$ cat src/rtl/serial_adder.sv
// Digit-serial adder: adds DIGIT bits per clock over WIDTH/DIGIT cycles, LSB digit first.
// Optional subtract mode (A + ~B + 1) is enabled by defining SERIAL_ADDER_SUB_EN.
module serial_adder #(
  parameter int WIDTH = 16,
  parameter int DIGIT = 1
) (
  input  logic             Clk,
  input  logic             Reset_b,
  input  logic             Start,
  input  logic [WIDTH-1:0] A,
  input  logic [WIDTH-1:0] B,
  input  logic             Cin,
`ifdef SERIAL_ADDER_SUB_EN
  input  logic             Sub,
`endif
  output logic [WIDTH-1:0] Sum,
  output logic             Cout,
  output logic             Busy,
  output logic             Done
);

  localparam int N     = WIDTH / DIGIT;
  localparam int CNT_W = (N > 1) ? $clog2(N) : 1;
  localparam logic [CNT_W-1:0] CNT_LAST = CNT_W'(N - 1);

  typedef enum logic [1:0] {S_IDLE, S_RUN, S_DONE} state_t;

  state_t           state_q, state_d;
  logic [WIDTH-1:0] a_q, a_d;
  logic [WIDTH-1:0] b_q, b_d;
  logic [WIDTH-1:0] sum_q, sum_d;
  logic [CNT_W-1:0] cnt_q, cnt_d;
  logic             carry_q, carry_d;
  logic             cout_q, cout_d;
  logic             busy_q, busy_d;
  logic             done_q, done_d;

  logic [DIGIT-1:0] dig_sum;
  logic             dig_carry;
  logic [WIDTH-1:0] sum_next;
  logic [WIDTH-1:0] b_load;
  logic             c_load;

  // Subtraction loads the inverted addend and forces the carry-in to 1.
`ifdef SERIAL_ADDER_SUB_EN
  assign b_load = Sub ? ~B : B;
  assign c_load = Sub ? 1'b1 : Cin;
`else
  assign b_load = B;
  assign c_load = Cin;
`endif

  // Ripple chain of DIGIT full-adder cells fed by the carry flop.
  always_comb begin
    dig_carry = carry_q;
    dig_sum   = '0;
    for (int i = 0; i < DIGIT; i++) begin
      dig_sum[i] = a_q[i] ^ b_q[i] ^ dig_carry;
      dig_carry  = (a_q[i] & b_q[i]) | (dig_carry & (a_q[i] ^ b_q[i]));
    end
  end

  // Result digits enter from the MSB side so the first digit ends up at the LSB.
  if (DIGIT == WIDTH) begin : g_full
    assign sum_next = dig_sum;
  end else begin : g_part
    assign sum_next = {dig_sum, sum_q[WIDTH-1:DIGIT]};
  end

  always_comb begin
    state_d = state_q;
    a_d     = a_q;
    b_d     = b_q;
    sum_d   = sum_q;
    cnt_d   = cnt_q;
    carry_d = carry_q;
    cout_d  = cout_q;
    busy_d  = busy_q;
    done_d  = 1'b0;
    case (state_q)
      S_IDLE, S_DONE: begin
        state_d = S_IDLE;
        if (Start) begin
          state_d = S_RUN;
          a_d     = A;
          b_d     = b_load;
          carry_d = c_load;
          cnt_d   = '0;
          busy_d  = 1'b1;
        end
      end
      S_RUN: begin
        a_d     = a_q >> DIGIT;
        b_d     = b_q >> DIGIT;
        sum_d   = sum_next;
        carry_d = dig_carry;
        if (cnt_q == CNT_LAST) begin
          cnt_d   = '0;
          cout_d  = dig_carry;
          busy_d  = 1'b0;
          done_d  = 1'b1;
          state_d = S_DONE;
        end else begin
          cnt_d = cnt_q + 1'b1;
        end
      end
      default: begin
        state_d = S_IDLE;
        busy_d  = 1'b0;
      end
    endcase
  end

  always_ff @(posedge Clk or negedge Reset_b) begin
    if (!Reset_b) begin
      state_q <= S_IDLE;
      a_q     <= '0;
      b_q     <= '0;
      sum_q   <= '0;
      cnt_q   <= '0;
      carry_q <= 1'b0;
      cout_q  <= 1'b0;
      busy_q  <= 1'b0;
      done_q  <= 1'b0;
    end else begin
      state_q <= state_d;
      a_q     <= a_d;
      b_q     <= b_d;
      sum_q   <= sum_d;
      cnt_q   <= cnt_d;
      carry_q <= carry_d;
      cout_q  <= cout_d;
      busy_q  <= busy_d;
      done_q  <= done_d;
    end
  end

  assign Sum  = sum_q;
  assign Cout = cout_q;
  assign Busy = busy_q;
  assign Done = done_q;

endmodule

$ cat config.mk
export PLATFORM = sky130hd
export DESIGN_NAME = serial_adder
export DESIGN_NICKNAME = d
export VERILOG_FILES = /design/src/rtl/serial_adder.sv
export SDC_FILE = /design/constraint.sdc
export NUM_CORES = 1
export LEC_CHECK = 0
export BUFFER_PORTS_ARGS = -buffer_cell sky130_fd_sc_hd__buf_2
export CORE_MARGIN = 2
export CORE_UTILIZATION = 46
export DETAILED_ROUTE_END_ITERATION = 10
export GPL_TIMING_DRIVEN = 0
export PLACE_DENSITY = 0.75
export SETUP_SLACK_MARGIN = 0.02
export SYNTH_ARGS = -nofsm -noshare
export SYNTH_HDL_FRONTEND = slang
export SYNTH_SLANG_ARGS = --single-unit
$ cat constraint.sdc
create_clock -name Clk -period 1.8 [get_ports Clk]
set_input_delay 0.09 -clock Clk [delete_from_list [all_inputs] [get_ports Clk]]
set_output_delay 0.09 -clock Clk [all_outputs]
set_load 0.02 [all_outputs]
==> impl_metrics.ini, run 1 <==
[yosys]
postSynth.topFlopCell = dfrtp_1
syn_area_per_cell_um2 = 9.11
syn-cell-area_mm2 = 0.00253
ys_async_sr_fraction = 1.00
ys_ff_latch = 58
syn_inst = 278
synth_top_cells_by_count = nand2_1, dfrtp_1, nor2_1
yosysWarnings = 0
ys_types = 23
yosysTopAreaCellShare = 0.573
yosysMostFrequentCell = nand2_1
synthTopCellsByArea = dfrtp_1, nand2_1, a31oi_1
synth-edff-count = 0
synth_top_cell_by_area = dfrtp_1
synth_seq_area_share = 0.573
syn_nets = 316

[floorplanning]
io_pins = 55
die_h_um = 78.2
fp.dieW_um = 78.2
fp.coreArea_mm2 = 0.00541
start_util = 0.469
rows = 27
die_area_mm2 = 0.00611

[detailed_routing]
wl_per_cell_um = 12.5
ant_nets = 0
via_count = 2138
wl_um = 5370
drt_drc_violations_left = 0
first_pass_iters = 4
viasPerCell = 4.97
drtIter0Drc = 116

[global_route]
globalRouteOverflowTotal = 0
grt_max_degree = 59
grt_use_total = 0.196
grt_pass1_vias = 2093
grt_pass1_wl_um = 9270
antenna_found_initial = 0

[critical_path]
cp_num_cells = 4
regToRegEndpoint = Cout
path_class = reg2reg
path_delay_family = flip-flops
worstRegToRegCells = 4
path_cells = ha_1 > nand3_1 > nor2_1 > mux2_2
path_buf_inv = 0
startpoint_type = flop
cp-end-kind = flop
crit_slowest_cell = dfrtp_1
critPathMaxFanout = 5
worstPathArrival_ns = 1.63
rrSetupSlack_ns = 0.38
r2r-start = cnt_q[0]
critical-path-max-stage-delay_ns = 0.40
worstPathRequired_ns = 2.02

[clock_network]
cts_inserted_buffers = 9
cts_max_level = 3
root_buffer = clkbuf_8
clock_path_buffers = 2
insertion_delay_ns = 0.33
cts_tree = done
post_cts_buffers = 0
path_clk_slew_ns = 0.06
cts_sinks = 58

[finish]
fin_nets = 392
fin_cells = 430
regArea_mm2 = 0.00145
fillers = 491
drive_above_1_share = 0.251
fin_util = 0.594
multi_input_area_um2 = 926
n_antenna_cell = 0
syn_to_final_growth_pct = 26.7

[power]
p_sw_frac = 0.386
power_frac_comb = 0.400
switching_power_mw = 2.24
power.total_mw = 5.81
seqPwrFrac = 0.390
clkPwrFrac = 0.210
p_int_mw = 3.57
power_leakage_nw = 1.61
vdd_ir_drop_max_mv = 0.909
power_density_mw_per_mm2 = 1810

[hold_path]
worst_hold_path.num_cells = 2
holdPathEnd = a_q[15]
hold_path.startpoint = A[15]
hold_path.class = in2reg

[sta]
setup_viol = 0
setup_slack_ns = 0.383
tightest_slew_ns = 0.718
clock.fmax_mhz = 706
max_slew_margin = 0.521
fin_crit_sh = 0.787
finalHoldViolations = 0
setup_tns_ns = 0
fin_skew_ns = 0.00756
rsz0062_at_grt = no
finalCriticalPeriod_ns = 1.42
slew_violations = 0

[placement]
gp_congestion = 0.772
placed_cells = 404
post-place-ws_ns = 0.384
port_buffers = 54
dpl.hpwl_um = 3500

[job]
max_cap_viol_count = 0

[status]
status = complete, no violations
## power by group through the flow
stage / Combinational [mW] / Clock, mW / Sequential [mW]
2_1_floorplan: 1.50 / 0 / 2.43
3_3_place_gp: 2.24 / 0 / 2.26
3_5_place_dp: 2.32 / 0 / 2.28
4_1_cts: 2.35 / 1.25 / 2.27
5_1_grt: 2.64 / 1.30 / 2.34
6_report: 2.33 / 1.22 / 2.27
## sequential cells by signal, summed over array words and instances (netlist names)
signal and count:
state_q 2, Cout 1, carry_q 1, cnt_q 4
Sum 16, Done 1, a_q 16, b_q 16
Busy 1
## logic make-up after synthesis
family,share of synthesized area
buf+inv,0.0613
mux,0.00889
fa+ha+maj,0.0128
simple gates,0.239
compound gates,0.105
flops,0.573
## cell type report
type / count / area share
buffer: 19 / 0.0472
clock buffer: 13 / 0.0526
clock inverter: 2 / 0.0109
inverter: 1 / 0.00117
multi-input combinational: 200 / 0.288
sequential: 58 / 0.452
tap: 72 / 0.0281
timing repair buffer: 65 / 0.119
## placed cells by master (no fill, tap or decap), types with 3 or more instances in the layout
| master | Yosys | layout |
|---|---|---|
| buf_6 | 8 | 8 |
| nand3_1 | 3 | 3 |
| a22o_1 | 3 | 3 |
| dfrtp_1 | 58 | 58 |
| clkbuf_8 | 0 | 12 |
| buf_2 | 7 | 60 |
| a31oi_1 | 31 | 31 |
| buf_4 | 3 | 4 |
| nand2_1 | 113 | 113 |
| nor2_1 | 35 | 35 |
| dlygate4sd3_1 | 0 | 11 |
## repair_timing
| action | 4_1_cts | 5_1_grt |
|---|---|---|
| hold buffers | 10 | 1 |
| gates resized for setup | 0 | 0 |
| endpoints found under the hold margin | 10 | 58 |
## worst max path at each step
stage              from    to  slack (ns)
4_1_cts        cnt_q[0]  Cout        0.37
5_1_grt        cnt_q[0]  Cout        0.28
3_3_place_gp   cnt_q[0]  Cout        0.41
6_report       cnt_q[0]  Cout        0.38
2_1_floorplan  cnt_q[0]  Cout        0.52
3_5_place_dp   cnt_q[0]  Cout        0.38
## worst register-to-register path, delay by kind of cell (launching register included)
kind	cells	cell delay, ns
fa+ha+maj	1	0.23
simple gates	2	0.33
mux	1	0.34
flops	1	0.40
## metal layers
layer  part of all wire  track usage  vias to the layer above  routed length [um]
li1                   -            -                     1061                   -
met1               0.47        0.244                     1019                2540
met2               0.47        0.312                       52                2510
met3              0.051       0.0506                        6                 273
met4             0.0086        0.105                        0                  46
met5                  0            0                        -                   0
## through the flow
step,area (um^2),hold slack [ns]
after floorplan,2530,-0.206
after global placement,2890,0.328
after detailed placement,2890,0.332
after CTS,3200,0.00348
after global routing,3210,0.00440
final,3210,0.0108
(Power assumes the default switching activity.)
==> run 2: changes to the inputs <==
==> constraint.sdc (replaced) <==
create_clock -name Clk -period 1.4 [get_ports Clk]
set_input_delay 0.07 -clock Clk [delete_from_list [all_inputs] [get_ports Clk]]
set_output_delay 0.07 -clock Clk [all_outputs]
set_load 0.02 [all_outputs]
==> run 2 against run 1 <==
  * Power is 30% higher
  * Critical path depth stayed put
  * Via count is 5.0% higher
  * Non-clock buffer count is 19 higher
  * Final cell count is 4.4% higher
  * Fmax is 4.6% higher
  * Hold slack better by 0.0049 ns
  * Sequential power is 29% higher
  * Die area stayed put
  * Setup slack worse by 0.34 ns
  * Combinational power is 31% higher
  * Routed wire length is 7.6% higher
  * Largest power group unchanged
==> impl_metrics.ini, run 2 (synthesis results as in run 1) <==
[global_route]
globalRouteOverflowTotal = 0
antenna_found_initial = 0
grt_pass1_vias = 2234
grt_max_degree = 59
grt_use_total = 0.209
grt_pass1_wl_um = 9970

[critical_path]
critPathMaxFanout = 5
startpoint_type = flop
path_cells = ha_2 > nand3_2 > nor2_2 > mux2_2
worstPathRequired_ns = 1.61
crit_slowest_cell = dfrtp_1
worstPathArrival_ns = 1.56
critical-path-max-stage-delay_ns = 0.42
cp-end-kind = flop
path_class = reg2reg
path_delay_family = flip-flops
path_buf_inv = 0

[floorplanning]
fp.dieW_um = 78.2
io_pins = 55
rows = 27
fp.coreArea_mm2 = 0.00541
die_h_um = 78.2
start_util = 0.469
die_area_mm2 = 0.00611

[power]
power_frac_comb = 0.405
p_int_mw = 4.64
power_leakage_nw = 1.69
switching_power_mw = 2.91
clkPwrFrac = 0.207
p_sw_frac = 0.386
vdd_ir_drop_max_mv = 1.25
seqPwrFrac = 0.388
power_density_mw_per_mm2 = 2210

[clock_network]
path_clk_slew_ns = 0.06
post_cts_buffers = 0
clock_path_buffers = 2
insertion_delay_ns = 0.32
cts_inserted_buffers = 9
cts_sinks = 58
cts_tree = done
root_buffer = clkbuf_8
cts_max_level = 3

[sta]
tightest_slew_ns = 0.728
fin_skew_ns = 0.00705
fin_crit_sh = 0.968
slew_violations = 0
finalHoldWorstSlack_ns = 0.0157
rsz0062_at_grt = yes
setup_viol = 0
setup_tns_ns = 0
clock.fmax_mhz = 738
max_slew_margin = 0.515
finalHoldViolations = 0
finalCriticalPeriod_ns = 1.35

[finish]
final_common_cell = nand2_1
fin_util = 0.631
fin_nets = 411
drive_above_1_share = 0.249
syn_to_final_growth_pct = 34.7
n_antenna_cell = 0
final_cell_mix = nand2_1, buf_2, dfrtp_1, nor2_1, a31oi_1

[detailed_routing]
viasPerCell = 5.00
first_pass_iters = 4
wl_per_cell_um = 12.9
ant_nets = 0
drtIter0Drc = 160
drt_drc_violations_left = 0
via_count = 2245
wl_um = 5780

[placement]
gp_congestion = 0.772
dpl.hpwl_um = 3500
port_buffers = 54

[status]
status = complete, no violations

[job]
max_cap_viol_count = 0

[hold_path]
hold_path.class = in2reg
run 2: per-layer routing:
metal / vias to the layer above / share of wire / track usage
met5: - / 0 / 0
met2: 58 / 0.49 / 0.350
met3: 9 / 0.051 / 0.0598
met4: 0 / 0.014 / 0.0737
li1: 1100 / - / -
met1: 1078 / 0.45 / 0.258
run 2: final timing paths:
check / from / to / slack, ns / cells after the start
max in group asynchronous: Reset_b / a_q[3] / 0.56 / 2
setup reg to reg: cnt_q[0] / Cout / 0.05 / 4
setup / recovery: cnt_q[0] / Cout / 0.05 / 4
hold / removal: A[0] / a_q[0] / 0.02 / 3
min in group asynchronous: Reset_b / Sum[7] / 0.36 / 2
hold reg to reg: Sum[0] / Sum[0] / 0.47 / 2
run 2: layout make-up:
cell class                      instances  area [um^2]
Fill cell                             473         1990
Sequential cell                        58         1450
Multi-Input combinational cell        200          936
Timing Repair Buffer                   84          573
Clock buffer                           13          169
Buffer                                 19          153
Tap cell                               72         90.1
Clock inverter                          2         35.0
Inverter                                1         3.75
run 2: power groups by stage:
stage / clock (mW) / combinational, mW / sequential [mW]
4_1_cts: 1.60 / 3.07 / 2.92
3_5_place_dp: 0 / 2.98 / 2.94
3_3_place_gp: 0 / 2.88 / 2.91
5_1_grt: 1.68 / 3.47 / 3.02
2_1_floorplan: 0 / 1.93 / 3.13
6_report: 1.56 / 3.06 / 2.93
run 2: what timing repair did:
item                                   4_1_cts  5_1_grt
cloned                                       0        0
endpoints found under the hold margin       29       58
setup endpoints to repair                    1        5
hold buffers                                29        1
resized for setup                            2        3
run 2: tightest hold or removal path, delay by kind of cell:
kind                   cells  cell delay (ns)
AND/OR/NAND/NOR            1             0.06
AO/OA/AOI/OAI              1             0.08
buffers and inverters      1             0.09
run 2: per-stage QoR:
stage / setup slack, ns / power [mW] / area, um^2 / std cells
finish: 0.0450 / 7.55 / 3410 / 449
floorplan: 0.117 / 5.06 / 2530 / 278
detailed placement: -0.0163 / 5.92 / 2890 / 404
global route: -0.0310 / 8.16 / 3410 / 449
global placement: 0.0140 / 5.79 / 2890 / 404
CTS: 0.0500 / 7.59 / 3390 / 448
==> run 3: changes to the inputs <==
--- a/config.mk
+++ b/config.mk
@@ -6,6 +6,7 @@
 export NUM_CORES = 1
 export LEC_CHECK = 0
 export BUFFER_PORTS_ARGS = -buffer_cell sky130_fd_sc_hd__buf_2
+export CORE_ASPECT_RATIO = 1.4
 export CORE_MARGIN = 2
 export CORE_UTILIZATION = 46
 export DETAILED_ROUTE_END_ITERATION = 10
==> run 3 against run 2 <==
  * Final cell count decreased by 0.22%
  * Sequential power about the same
  * Final area increased by 0.11%
  * Flip-flop and latch count unchanged
  * Clock skew decreased by 0.00082 ns
  * Fmax increased by 3.9%
  * Clock power decreased by 10%
  * Sequential share of layout area about the same
  * Global-route usage decreased by 0.96 points
  * Die area increased by 0.14%
  * Largest cell class unchanged
==> impl_metrics.ini, run 3 (synthesis results as in run 1) <==
[floorplanning]
fp.dieW_um = 66.7
rows = 32
die_h_um = 91.8
fp.coreArea_mm2 = 0.00541
die_area_mm2 = 0.00612
io_pins = 55
start_util = 0.469

[finish]
n_antenna_cell = 0
drive_above_1_share = 0.247
fin_nets = 413
final_cell_mix = nand2_1, buf_2, dfrtp_1, nor2_1, dlygate4sd3_1
syn_to_final_growth_pct = 34.8
final_common_cell = nand2_1

[sta]
tightest_slew_ns = 0.725
max_slew_margin = 0.517
fin_skew_ns = 0.00622
finalHoldWorstSlack_ns = 0.00904
finalCriticalPeriod_ns = 1.30
rsz0062_at_grt = no
fin_crit_sh = 0.932
finalHoldViolations = 0
clock.fmax_mhz = 767
setup_tns_ns = 0
slew_violations = 0
setup_viol = 0

[critical_path]
critPathMaxFanout = 4
crit_slowest_cell = dfrtp_1
path_class = reg2reg
cp-end-kind = flop
worstPathArrival_ns = 1.52
path_cells = ha_4 > nand3_2 > nor2_2 > mux2_2
critical-path-max-stage-delay_ns = 0.43
startpoint_type = flop
r2r-start = cnt_q[1]
startpoint = cnt_q[1]
worstPathRequired_ns = 1.62

[hold_path]
hold_path.class = in2reg
hold_path.startpoint = A[14]

[placement]
dpl.hpwl_um = 3570
port_buffers = 54
gp_congestion = 0.762

[power]
clkPwrFrac = 0.190
switching_power_mw = 2.89
power.total_mw = 7.37
p_sw_frac = 0.392
vdd_ir_drop_max_mv = 1.02
p_int_mw = 4.48
power_frac_comb = 0.411
power_density_mw_per_mm2 = 2160
power_leakage_nw = 1.69
seqPwrFrac = 0.399

[detailed_routing]
wl_per_cell_um = 12.2
first_pass_iters = 4
wl_um = 5490
drt_drc_violations_left = 0
ant_nets = 0
viasPerCell = 4.97
via_count = 2228
drtIter0Drc = 125

[status]
status = complete, no violations

[global_route]
grt_max_degree = 59
grt_use_total = 0.199
antenna_found_initial = 0
globalRouteOverflowTotal = 0
grt_pass1_wl_um = 9360
grt_pass1_vias = 2158

[job]
max_cap_viol_count = 0

[clock_network]
cts_sinks = 58
root_buffer = clkbuf_8
insertion_delay_ns = 0.33
path_clk_slew_ns = 0.06
cts_inserted_buffers = 9
cts_tree = done
clock_path_buffers = 2
cts_max_level = 3
[run 3: changes by cell type in the layout (fill, tap and decap cells not counted), sizes merged]
cell         change
dlygate4sd3      +2
bufinv           -1
clkbuf           +1
clkinv           +1
[run 3: power groups by stage]
stage	Combinational, mW	Clock (mW)	Sequential (mW)
after floorplan	1.93	0	3.13
after global placement	2.89	0	2.91
after detailed placement	2.96	0	2.94
after CTS	3.05	1.43	2.92
after global routing	3.47	1.49	3.03
final	3.03	1.40	2.94
[run 3: final timing paths]
| check | endpoint | slack, ns | depth (start not counted) |
|---|---|---|---|
| setup / recovery | Cout | 0.1 | 4 |
| setup reg to reg | Cout | 0.1 | 4 |
| min in group asynchronous | b_q[8] | 0.32 | 2 |
| hold / removal | a_q[14] | 0.009 | 3 |
| hold reg to reg | Sum[0] | 0.48 | 2 |
| max in group asynchronous | cnt_q[0] | 0.54 | 2 |
[run 3: metrics by stage]
stage,instances,setup WS (ns),cell area (um^2),util
final,448,0.0955,3410,0.632
after global placement,400,-0.0288,2890,0.534
after CTS,447,0.0351,3390,0.627
after global routing,448,0.0208,3410,0.632
after detailed placement,400,-0.0537,2890,0.534
after floorplan,278,0.117,2530,-
[run 3: worst max-delay path: cells and delay by family (launching register included)]
kind | cells | cell delay [ns]
and+or+nand+nor | 2 | 0.23
muxes | 1 | 0.34
adders and majority gates | 1 | 0.18
DFF | 1 | 0.43
[run 3: area by class of cell]
cell class,instances,area (um^2)
fillers,489,1990
well taps,68,85.1
repair buffers,86,593
clock inverters,2,10.0
flip-flops and latches,58,1450
multi-input cells,200,946
clock buffers,14,173
plain buffers,19,151
inverters,1,3.75
[run 3: layer usage]
metal	vias to the layer above	track usage	routed length, um	part of all wire
li1	1103	-	-	-
met1	1063	0.245	2340	0.43
met2	51	0.323	2810	0.51
met3	11	0.0613	226	0.041
met4	0	0.0765	102	0.019
met5	-	0	0	0
[run 3: what timing repair did]
item / CTS / global route
cloned: 0 / 0
hold buffers: 31 / 1
gates resized for setup: 3 / 2
pin swaps: 0 / 1
hold endpoints to repair: 31 / 58
buffers inserted: 0 / 0
endpoints found under the setup margin: 1 / 1
